==> src/rtl/seg7_pkg.sv <==
// Shared constants and helpers for the multiplexed 7-segment driver.
//   SEG_* : raw segment patterns {a,b,c,d,e,f,g}, active-low (0 = segment lit)
//   width_of : counter width needed to hold values 0..n-1 (at least 1 bit)
package seg7_pkg;

   localparam logic [6:0] SEG_0     = 7'b0000001;
   localparam logic [6:0] SEG_1     = 7'b1001111;
   localparam logic [6:0] SEG_2     = 7'b0010010;
   localparam logic [6:0] SEG_3     = 7'b0000110;
   localparam logic [6:0] SEG_4     = 7'b1001100;
   localparam logic [6:0] SEG_5     = 7'b0100100;
   localparam logic [6:0] SEG_6     = 7'b0100000;
   localparam logic [6:0] SEG_7     = 7'b0001111;
   localparam logic [6:0] SEG_8     = 7'b0000000;
   localparam logic [6:0] SEG_9     = 7'b0000100;
   localparam logic [6:0] SEG_A     = 7'b0001000;
   localparam logic [6:0] SEG_B     = 7'b1100000;
   localparam logic [6:0] SEG_C     = 7'b0110001;
   localparam logic [6:0] SEG_D     = 7'b1000010;
   localparam logic [6:0] SEG_E     = 7'b0110000;
   localparam logic [6:0] SEG_F     = 7'b0111000;
   localparam logic [6:0] SEG_BLANK = 7'b1111111;

   function automatic int unsigned width_of(input int unsigned n);
      return (n <= 2) ? 1 : $clog2(n);
   endfunction

endpackage

==> src/rtl/seg7_hex_decode.sv <==
// Combinational digit decoder.
//   code    in  4  digit code 0-15
//   hex_en  in  1  1: codes 10-15 show A,b,C,d,E,F; 0: they show blank
//   seg_raw out 7  {a,b,c,d,e,f,g}, active-low
module seg7_hex_decode
   import seg7_pkg::*;
(
   input  logic [3:0] code,
   input  logic       hex_en,
   output logic [6:0] seg_raw
);

   logic [6:0] hex_pat;

   always_comb begin
      hex_pat = SEG_BLANK;
      seg_raw = SEG_BLANK;
      case (code)
         4'd10:   hex_pat = SEG_A;
         4'd11:   hex_pat = SEG_B;
         4'd12:   hex_pat = SEG_C;
         4'd13:   hex_pat = SEG_D;
         4'd14:   hex_pat = SEG_E;
         4'd15:   hex_pat = SEG_F;
         default: hex_pat = SEG_BLANK;
      endcase
      case (code)
         4'd0:    seg_raw = SEG_0;
         4'd1:    seg_raw = SEG_1;
         4'd2:    seg_raw = SEG_2;
         4'd3:    seg_raw = SEG_3;
         4'd4:    seg_raw = SEG_4;
         4'd5:    seg_raw = SEG_5;
         4'd6:    seg_raw = SEG_6;
         4'd7:    seg_raw = SEG_7;
         4'd8:    seg_raw = SEG_8;
         4'd9:    seg_raw = SEG_9;
         default: seg_raw = hex_en ? hex_pat : SEG_BLANK;
      endcase
   end

endmodule

==> src/rtl/seg7_scan_driver.sv <==
// Time-multiplexed driver for N_DIGITS 7-segment digits.
//   clk        in   clock, rising edge
//   rst        in   asynchronous reset, active-high
//   bcd_in     in   4*N_DIGITS digit codes, digit 0 in bits [3:0] (rightmost)
//   dp_in      in   N_DIGITS decimal point requests
//   blank_in   in   1: all digits dark, scan continues
//   lz_en      in   1: leading-zero blanking
//   seg_out    out  {a,b,c,d,e,f,g}, polarity per SEG_ACT_LOW
//   dp_out     out  decimal point, polarity per SEG_ACT_LOW
//   an_out     out  one-hot digit enable, polarity per AN_ACT_LOW
//   frame_tick out  high in the cycle the shadow registers capture the inputs
// Inputs are sampled only at frame boundaries so a frame never mixes old and new content.
module seg7_scan_driver
   import seg7_pkg::*;
#(
   parameter int N_DIGITS    = 4,
   parameter int SCAN_DIV    = 50000,
   parameter int DEAD_CYC    = 2,
   parameter int HEX_EN      = 1,
   parameter int SEG_ACT_LOW = 1,
   parameter int AN_ACT_LOW  = 1
) (
   input  logic                    clk,
   input  logic                    rst,
   input  logic [4*N_DIGITS-1:0]   bcd_in,
   input  logic [N_DIGITS-1:0]     dp_in,
   input  logic                    blank_in,
   input  logic                    lz_en,
   output logic [6:0]              seg_out,
   output logic                    dp_out,
   output logic [N_DIGITS-1:0]     an_out,
   output logic                    frame_tick
);

   localparam int unsigned CNT_W = width_of(SCAN_DIV);
   localparam int unsigned IDX_W = width_of(N_DIGITS);

   localparam logic [CNT_W-1:0] CNT_LAST = CNT_W'(SCAN_DIV - 1);
   localparam logic [IDX_W-1:0] IDX_LAST = IDX_W'(N_DIGITS - 1);

   localparam logic                SEG_LOW = (SEG_ACT_LOW != 0);
   localparam logic                AN_LOW  = (AN_ACT_LOW != 0);
   localparam logic                HEX_ON  = (HEX_EN != 0);
   localparam logic [6:0]          SEG_OFF = SEG_LOW ? 7'h7F : 7'h00;
   localparam logic                DP_OFF  = SEG_LOW;
   localparam logic [N_DIGITS-1:0] AN_OFF  = AN_LOW ? {N_DIGITS{1'b1}} : {N_DIGITS{1'b0}};

   logic [CNT_W-1:0]      cnt_q;
   logic [IDX_W-1:0]      idx_q;
   logic [4*N_DIGITS-1:0] sh_bcd_q;
   logic [N_DIGITS-1:0]   sh_dp_q;
   logic                  sh_blank_q;
   logic                  sh_lz_q;

   logic [6:0]            seg_q, seg_d;
   logic                  dp_q, dp_d;
   logic [N_DIGITS-1:0]   an_q, an_d;

   logic                  slot_end;
   logic                  frame_end;
   logic                  in_dead;
   logic [3:0]            cur_code;
   logic [6:0]            dec_raw;
   logic [6:0]            seg_raw;
   logic [N_DIGITS-1:0]   lz_mask;
   logic                  upper_zero;
   logic [N_DIGITS-1:0]   an_act;

   assign slot_end  = (cnt_q == CNT_LAST);
   assign frame_end = slot_end && (idx_q == IDX_LAST);
   assign in_dead   = (int'(cnt_q) < DEAD_CYC);

   // Prescaler and digit index.
   always_ff @(posedge clk or posedge rst) begin
      if (rst) begin
         cnt_q <= '0;
         idx_q <= '0;
      end else if (slot_end) begin
         cnt_q <= '0;
         idx_q <= frame_end ? '0 : idx_q + 1'b1;
      end else begin
         cnt_q <= cnt_q + 1'b1;
      end
   end

   // Shadow registers: the displayed content for the whole next frame.
   always_ff @(posedge clk or posedge rst) begin
      if (rst) begin
         sh_bcd_q   <= '0;
         sh_dp_q    <= '0;
         sh_blank_q <= 1'b0;
         sh_lz_q    <= 1'b0;
      end else if (frame_end) begin
         sh_bcd_q   <= bcd_in;
         sh_dp_q    <= dp_in;
         sh_blank_q <= blank_in;
         sh_lz_q    <= lz_en;
      end
   end

   // Digit k is leading-zero blanked while every digit from the top down to k is zero.
   always_comb begin
      lz_mask    = '0;
      upper_zero = sh_lz_q;
      for (int k = N_DIGITS - 1; k >= 1; k--) begin
         upper_zero = upper_zero && (sh_bcd_q[4*k +: 4] == 4'h0);
         lz_mask[k] = upper_zero;
      end
   end

   assign cur_code = sh_bcd_q[{idx_q, 2'b00} +: 4];

   seg7_hex_decode u_decode (
      .code    (cur_code),
      .hex_en  (HEX_ON),
      .seg_raw (dec_raw)
   );

   always_comb begin
      seg_d   = SEG_OFF;
      dp_d    = DP_OFF;
      an_d    = AN_OFF;
      an_act  = {{(N_DIGITS-1){1'b0}}, 1'b1} << idx_q;
      seg_raw = lz_mask[idx_q] ? SEG_BLANK : dec_raw;
      if (!in_dead) begin
         an_d = AN_LOW ? ~an_act : an_act;
         if (!sh_blank_q) begin
            seg_d = SEG_LOW ? seg_raw : ~seg_raw;
            dp_d  = sh_dp_q[idx_q] ? ~DP_OFF : DP_OFF;
         end
      end
   end

   always_ff @(posedge clk or posedge rst) begin
      if (rst) begin
         seg_q <= SEG_OFF;
         dp_q  <= DP_OFF;
         an_q  <= AN_OFF;
      end else begin
         seg_q <= seg_d;
         dp_q  <= dp_d;
         an_q  <= an_d;
      end
   end

   assign seg_out    = seg_q;
   assign dp_out     = dp_q;
   assign an_out     = an_q;
   assign frame_tick = frame_end;

endmodule
==> config.mk <==
export PLATFORM = sky130hd
export DESIGN_NAME = seg7_scan_driver
export DESIGN_NICKNAME = d
export VERILOG_FILES = /design/src/rtl/seg7_pkg.sv /design/src/rtl/seg7_hex_decode.sv /design/src/rtl/seg7_scan_driver.sv
export SDC_FILE = /design/constraint.sdc
export NUM_CORES = 1
export LEC_CHECK = 0
export ABC_CLOCK_PERIOD_IN_PS = 4300
export BUFFER_PORTS_ARGS = -buffer_cell sky130_fd_sc_hd__buf_2
export CAP_MARGIN = 10
export CORE_ASPECT_RATIO = 1.25
export CORE_UTILIZATION = 45
export DETAILED_ROUTE_END_ITERATION = 10
export GPL_TIMING_DRIVEN = 0
export PLACE_DENSITY = 0.62
export SKIP_LAST_GASP = 1
export SLEW_MARGIN = 20
export SYNTH_ARGS = -nofsm -noshare
export SYNTH_HDL_FRONTEND = slang
export SYNTH_HIERARCHICAL = 1
export SYNTH_SLANG_ARGS = --single-unit
==> constraint.sdc <==
create_clock -name clk -period 4.3 [get_ports clk]
set_input_delay 0.86 -clock clk [delete_from_list [all_inputs] [get_ports clk]]
set_output_delay 0.86 -clock clk [all_outputs]
set_load 0.005 [all_outputs]
Yosys cells after proc, flatten, opt, wreduce, memory -nomap -nowiden:

Index checks and enable logic that the tools add are counted.

* $add $sub $neg: 2
* $lt $le $gt $ge: 2
* equality and inequality tests: 17
* shifts and indexed selects: 2
* mux-type cells: 15
* bitwise gates (word level): 1
* reductions and logical operators: 8

Operators with widths (number)
* case mux 7 bit (10 select lines): 1
* case mux 7 bit (6 select lines): 1
* == test 4 bit, second input constant: 8
* 2-to-1 mux 7 bit: 3
* adder 16 x 1 -> 16 bit, second input constant: 1
* == test 16 bit, second input constant: 1
* == test 4 x 3 -> 1 bit, second input constant: 4
* logical NOT 4 bit: 4
* < comparator 16 x 2 -> 1 bit, second input constant: 1
* 2-to-1 mux 16 bit: 1
* variable part select 16 x 5 -> 4 bit: 1
* == test 4 x 2 -> 1 bit, second input constant: 2
* 2-to-1 mux 1 bit: 5
* binary-select mux 1 bit (select 2 bit): 2
* == test 4 x 1 -> 1 bit, second input constant: 1
* logical AND 1 bit: 4
* 2-to-1 mux 4 bit: 1
* NOT 4 bit: 1
* left shift 1 x 2 -> 4 bit, first input constant: 1
* < comparator 2 x 3 -> 1 bit, second input constant: 1
* adder 2 x 1 -> 2 bit, second input constant: 1
* == test 2 bit, second input constant: 1
* 2-to-1 mux 2 bit: 1

* register bits after elaboration: 52
* input port bits: 24
* output and inout port bits: 13
* word-level logic and storage cells: 56

Logic depth before layout (Yosys ltp):

* word-level depth: 9
* gate-level depth with buffers: 7
* gate-level depth less buffers: 5

Hierarchy:

The synthesis kept the hierarchy.

By module, submodules not included
* seg7_scan_driver: times used 1, cells each 183, area each 2416.1 um^2, seq. area each 1316.3 um^2
* seg7_hex_decode: times used 1, cells each 39, area each 256.5 um^2, seq. area each 0.0 um^2

Least setup slack after synthesis:

No wires, ideal clock.

* kind: register to output
* start: register cnt_q[10]
* end: output port frame_tick
* arrival: 1671 ps
* data required time: 3440 ps
* setup slack: 1769 ps
* cell stages (with the launch flop): 4
* buffers on the path: 0
* path through: dfrtp_1 -> or4_4 -> or4_1 -> nor2_1

* word-level cells in the longest chain between the ends: 2

RTL lines
* start, declared: line seg7_scan_driver.sv:48 `logic [CNT_W-1:0] cnt_q;`
* start signal, assigned: line seg7_scan_driver.sv:82 `cnt_q <= cnt_q + 1'b1;`
* == test 16 bit: line seg7_scan_driver.sv:69 `assign slot_end = (cnt_q == CNT_LAST);`
* logical AND 1 bit: line seg7_scan_driver.sv:70 `assign frame_end = slot_end && (idx_q == IDX_LAST);`
* end, declared: line seg7_scan_driver.sv:32 `output logic frame_tick`

Every way passes these cells.

Worst setup path after layout:

Same ends and word-level chain as after synthesis.

==> impl_results.md <==
- Initial antenna violation count: 0
- Cell family with most CP delay: simple AND/OR/NAND/NOR gates
- Yosys warns: 6
- Reg-to-Reg Start: idx_q[0]$_DFFE_PP0N_
- Leak pwr: between 1 and 1.5 nW
- FF-to-FF path depth: 6
- Reg2reg end: seg_out[3]$_DFF_PP1_
- Total grt overflow: 0
- DRT Pass-1 Iters: 8
- Hold depth: 1
- Dpl ws: approximately 1.6 ns
- Avg Inst Size Synth: ~12 µm²
- Synth area leader: dfrtp_1
- Period minus WS final: a little over 3 ns
- Clock network fraction of design power: between 30 and 40%
- Bufs and invs on worst path: 1
- Critical Path Fanout Max: 7
- Synth top area cells: dfrtp_1 (37%), dfstp_2 (12%), mux2_4 (11%)
- Clock sink count: 52
- Ys flop type: dfrtp_1
- DPL Wire Length: around 3.6 mm
- Post-Route WL: between 4 and 5 mm
- Max-cap violations: 0
- Fraction of layout cells with a size suffix above 1: 37.00%
- Routed vias: roughly 1800
- Register clock-pin slew on the reported worst setup and hold paths: 0.09 ns
- Core area: 5779 µm²
- DR DRC count: 0
- Fin crit share: between 70% and 80%
- Synth async-reset ratio: between 90% and 100%
- Setup ws final: around 1.3 ns
- Crit path capture type: primary output
- H-tree Lvls: 2
- ANT cells: 0
- Die H: between 80 and 90 µm
- Outcome: finished, final reports clean
- Cell row count: 31
- RSZ-0062 raised after global routing: no
- Gate power share: about a tenth
- Int Power: ~0.67 mW
- Hold path startpoint: cnt_q[0]$_DFF_PP0_
- Number of global-route vias before repair: roughly 1700
- Switch Pwr: 0.1963 mW
- Root buffer cell: clkbuf_8
- CTS tree: yes
- Synthesized area: 2673 µm²
- Sum Neg Setup Slack: 0 ns
- CTS Buffer Depth: 2
- Startpoint types: flip-flop
- Least-Margin Pin Slew: about 0.57 ns
- Rel. slew slack: between 60% and 70%
- Kind of critical path: flip-flop to primary output
- IO Port Bufs: 36
- Initial Util: about 46%
- P&R area growth vs syn: 14.42%
- Total track usage: ~17%
- # IOs: 37
- Latest clock arrival within the worst-skew pair: roughly 0.30 ns
- Critical Path Max Stage Delay: roughly 0.60 ns
- Seq pwr share: 59.7%
- Vias/cell: approximately 5.4
- Area of the die: around 6300 µm²
- First-pass GRT wire length: around 8.4 mm
- CP required: roughly 3.4 ns
- Top-area cell type share of the netlist area: a little under two fifths
- Post-DRT Antenna Nets: 0
- Post-CTS Resized: 0
- Chip Width: ~71 µm
- Cells after Synth: ~220
- Sw Share: roughly 23%
- Final Setup Violations: 0
- Pwr dens: between 200 and 300 nW/µm²
- Arrival time at the worst endpoint: ~2.2 ns
- Unique cell type count in the Yosys netlist: 45
- Worst hold path class: flip-flop to flip-flop
- Slew Viols, Final: 0
- CTS Buf Count: 5
- Setup repair bufs after CTS: 0
- Sequential area share after synthesis: between 40% and 50%
- Pin count of the biggest net entering global routing: 28
- Number of synthesized register bits: between 50 and 60
- WL per Instance: 14.42 µm
- Endpoint, Worst Hold: cnt_q[0]$_DFF_PP0_
- RePlAce Congestion: between 0.8 and 0.9
- Setup Skew: ~0.011 ns
- Cts hold-fix bufs: 0
- Initial DRC count: roughly 130
- Tot Pwr: 0.8664 mW
- VDD IR max: between 0.15 and 0.2 mV
- FMAX: 328.5 MHz
- Flop2flop setup slack: 1.70 ns
- EDFF count, synth: 0
- Hold Fails Final Rpt: 0
- Crit-path slowest cell: or4_1
- Nets: 301
- Worst-path cell chain: or4_4 -> or4_1 -> nor2_1 -> buf_2
- Fin util: between 50% and 60%
## flip-flops by register name, indices dropped and copies added, names as in the netlist
register / count
an_out: 4
cnt_q: 16
dp_out: 1
idx_q: 2
seg_out: 7
sh_bcd_q: 16
sh_blank_q: 1
sh_dp_q: 4
sh_lz_q: 1
## through the flow
step	area, µm²	hold WS, ns	instances
3_3_place_gp	2958	0.4728	330
2_1_floorplan	2695	0.4476	228
6_report	3058	0.4940	339
5_1_grt	3058	0.5306	339
4_1_cts	3058	0.5013	339
3_5_place_dp	2978	0.4881	331
## cell families after synthesis
family	after synthesis	synth area share, %
AND/OR/NAND/NOR	82	17.46
flip-flops	52	49.25
adder cells (fa/ha/maj)	5	2.341
multiplexers	29	17.04
XOR/XNOR	12	3.933
AO/OA/AOI/OAI	26	6.414
buffers and inverters	15	3.418
other	1	0.1403
## how the worst max path moves through the flow
stage / end / cells past startpoint / startpoint / slack, ns
floorplan: frame_tick / 3 / cnt_q[10]$_DFF_PP0_ / 1.77
global placement: sh_bcd_q[15]$_DFFE_PP0P_ / 2 / rst / 1.58
detailed placement: frame_tick / 4 / cnt_q[10]$_DFF_PP0_ / 1.58
CTS: frame_tick / 4 / cnt_q[10]$_DFF_PP0_ / 1.24
global route: frame_tick / 4 / cnt_q[10]$_DFF_PP0_ / 1.17
finish: frame_tick / 4 / cnt_q[10]$_DFF_PP0_ / 1.26
## synth_stat cells, drive strengths merged (3+ instances only)
cell    count
o21ai       7
xor2        4
dfstp      12
inv         7
mux2       22
a21oi       7
nor2       13
nand2      21
or4         3
nand3       6
dfrtp      40
mux4        5
xnor2       8
nor4       10
nand4       8
or3b        7
nand2b      3
ha          5
buf         6
## metal layers
layer	share of wire, %	GRT usage [%]	routed length [µm]
met1	48	23.80	2326
met2	48	27.80	2349
met3	3.5	3.913	172
met4	0.78	5.455	38
met5	0	0	0
## cell usage in the layout, fill, tap and decap left out, drive strengths merged, types with 5 or more instances in the layout
cell	Yosys	routed
a21oi	7	7
mux2	22	22
nor4	10	10
buf	6	43
dfrtp	40	40
inv	7	7
clkbuf	2	10
nor2	13	13
mux4	5	5
dfstp	12	12
conb	1	7
o21ai	7	7
nand4	8	8
or3b	7	7
nand2	21	21
xnor2	8	8
ha	5	5
nand3	6	6
## power by group through the flow
stage          logic [mW]  registers, mW  clock network, mW
2_1_floorplan      0.0547          0.525                  0
3_3_place_gp       0.0791          0.527                  0
3_5_place_dp       0.0823          0.527                  0
4_1_cts            0.0827          0.518              0.275
5_1_grt            0.0913          0.520              0.298
6_report           0.0816          0.518              0.267
## area by class of cell
class | count | area [µm²]
inverter | 7 | 26.28
timing repair buffer | 37 | 200.2
fill | 521 | 2721
sequential | 52 | 1316
clock buffer | 8 | 80.08
multi-input combinational | 161 | 1287
buffer | 8 | 65.06
tap | 66 | 82.58
Note: power is estimated with default switching activity, not from simulation.
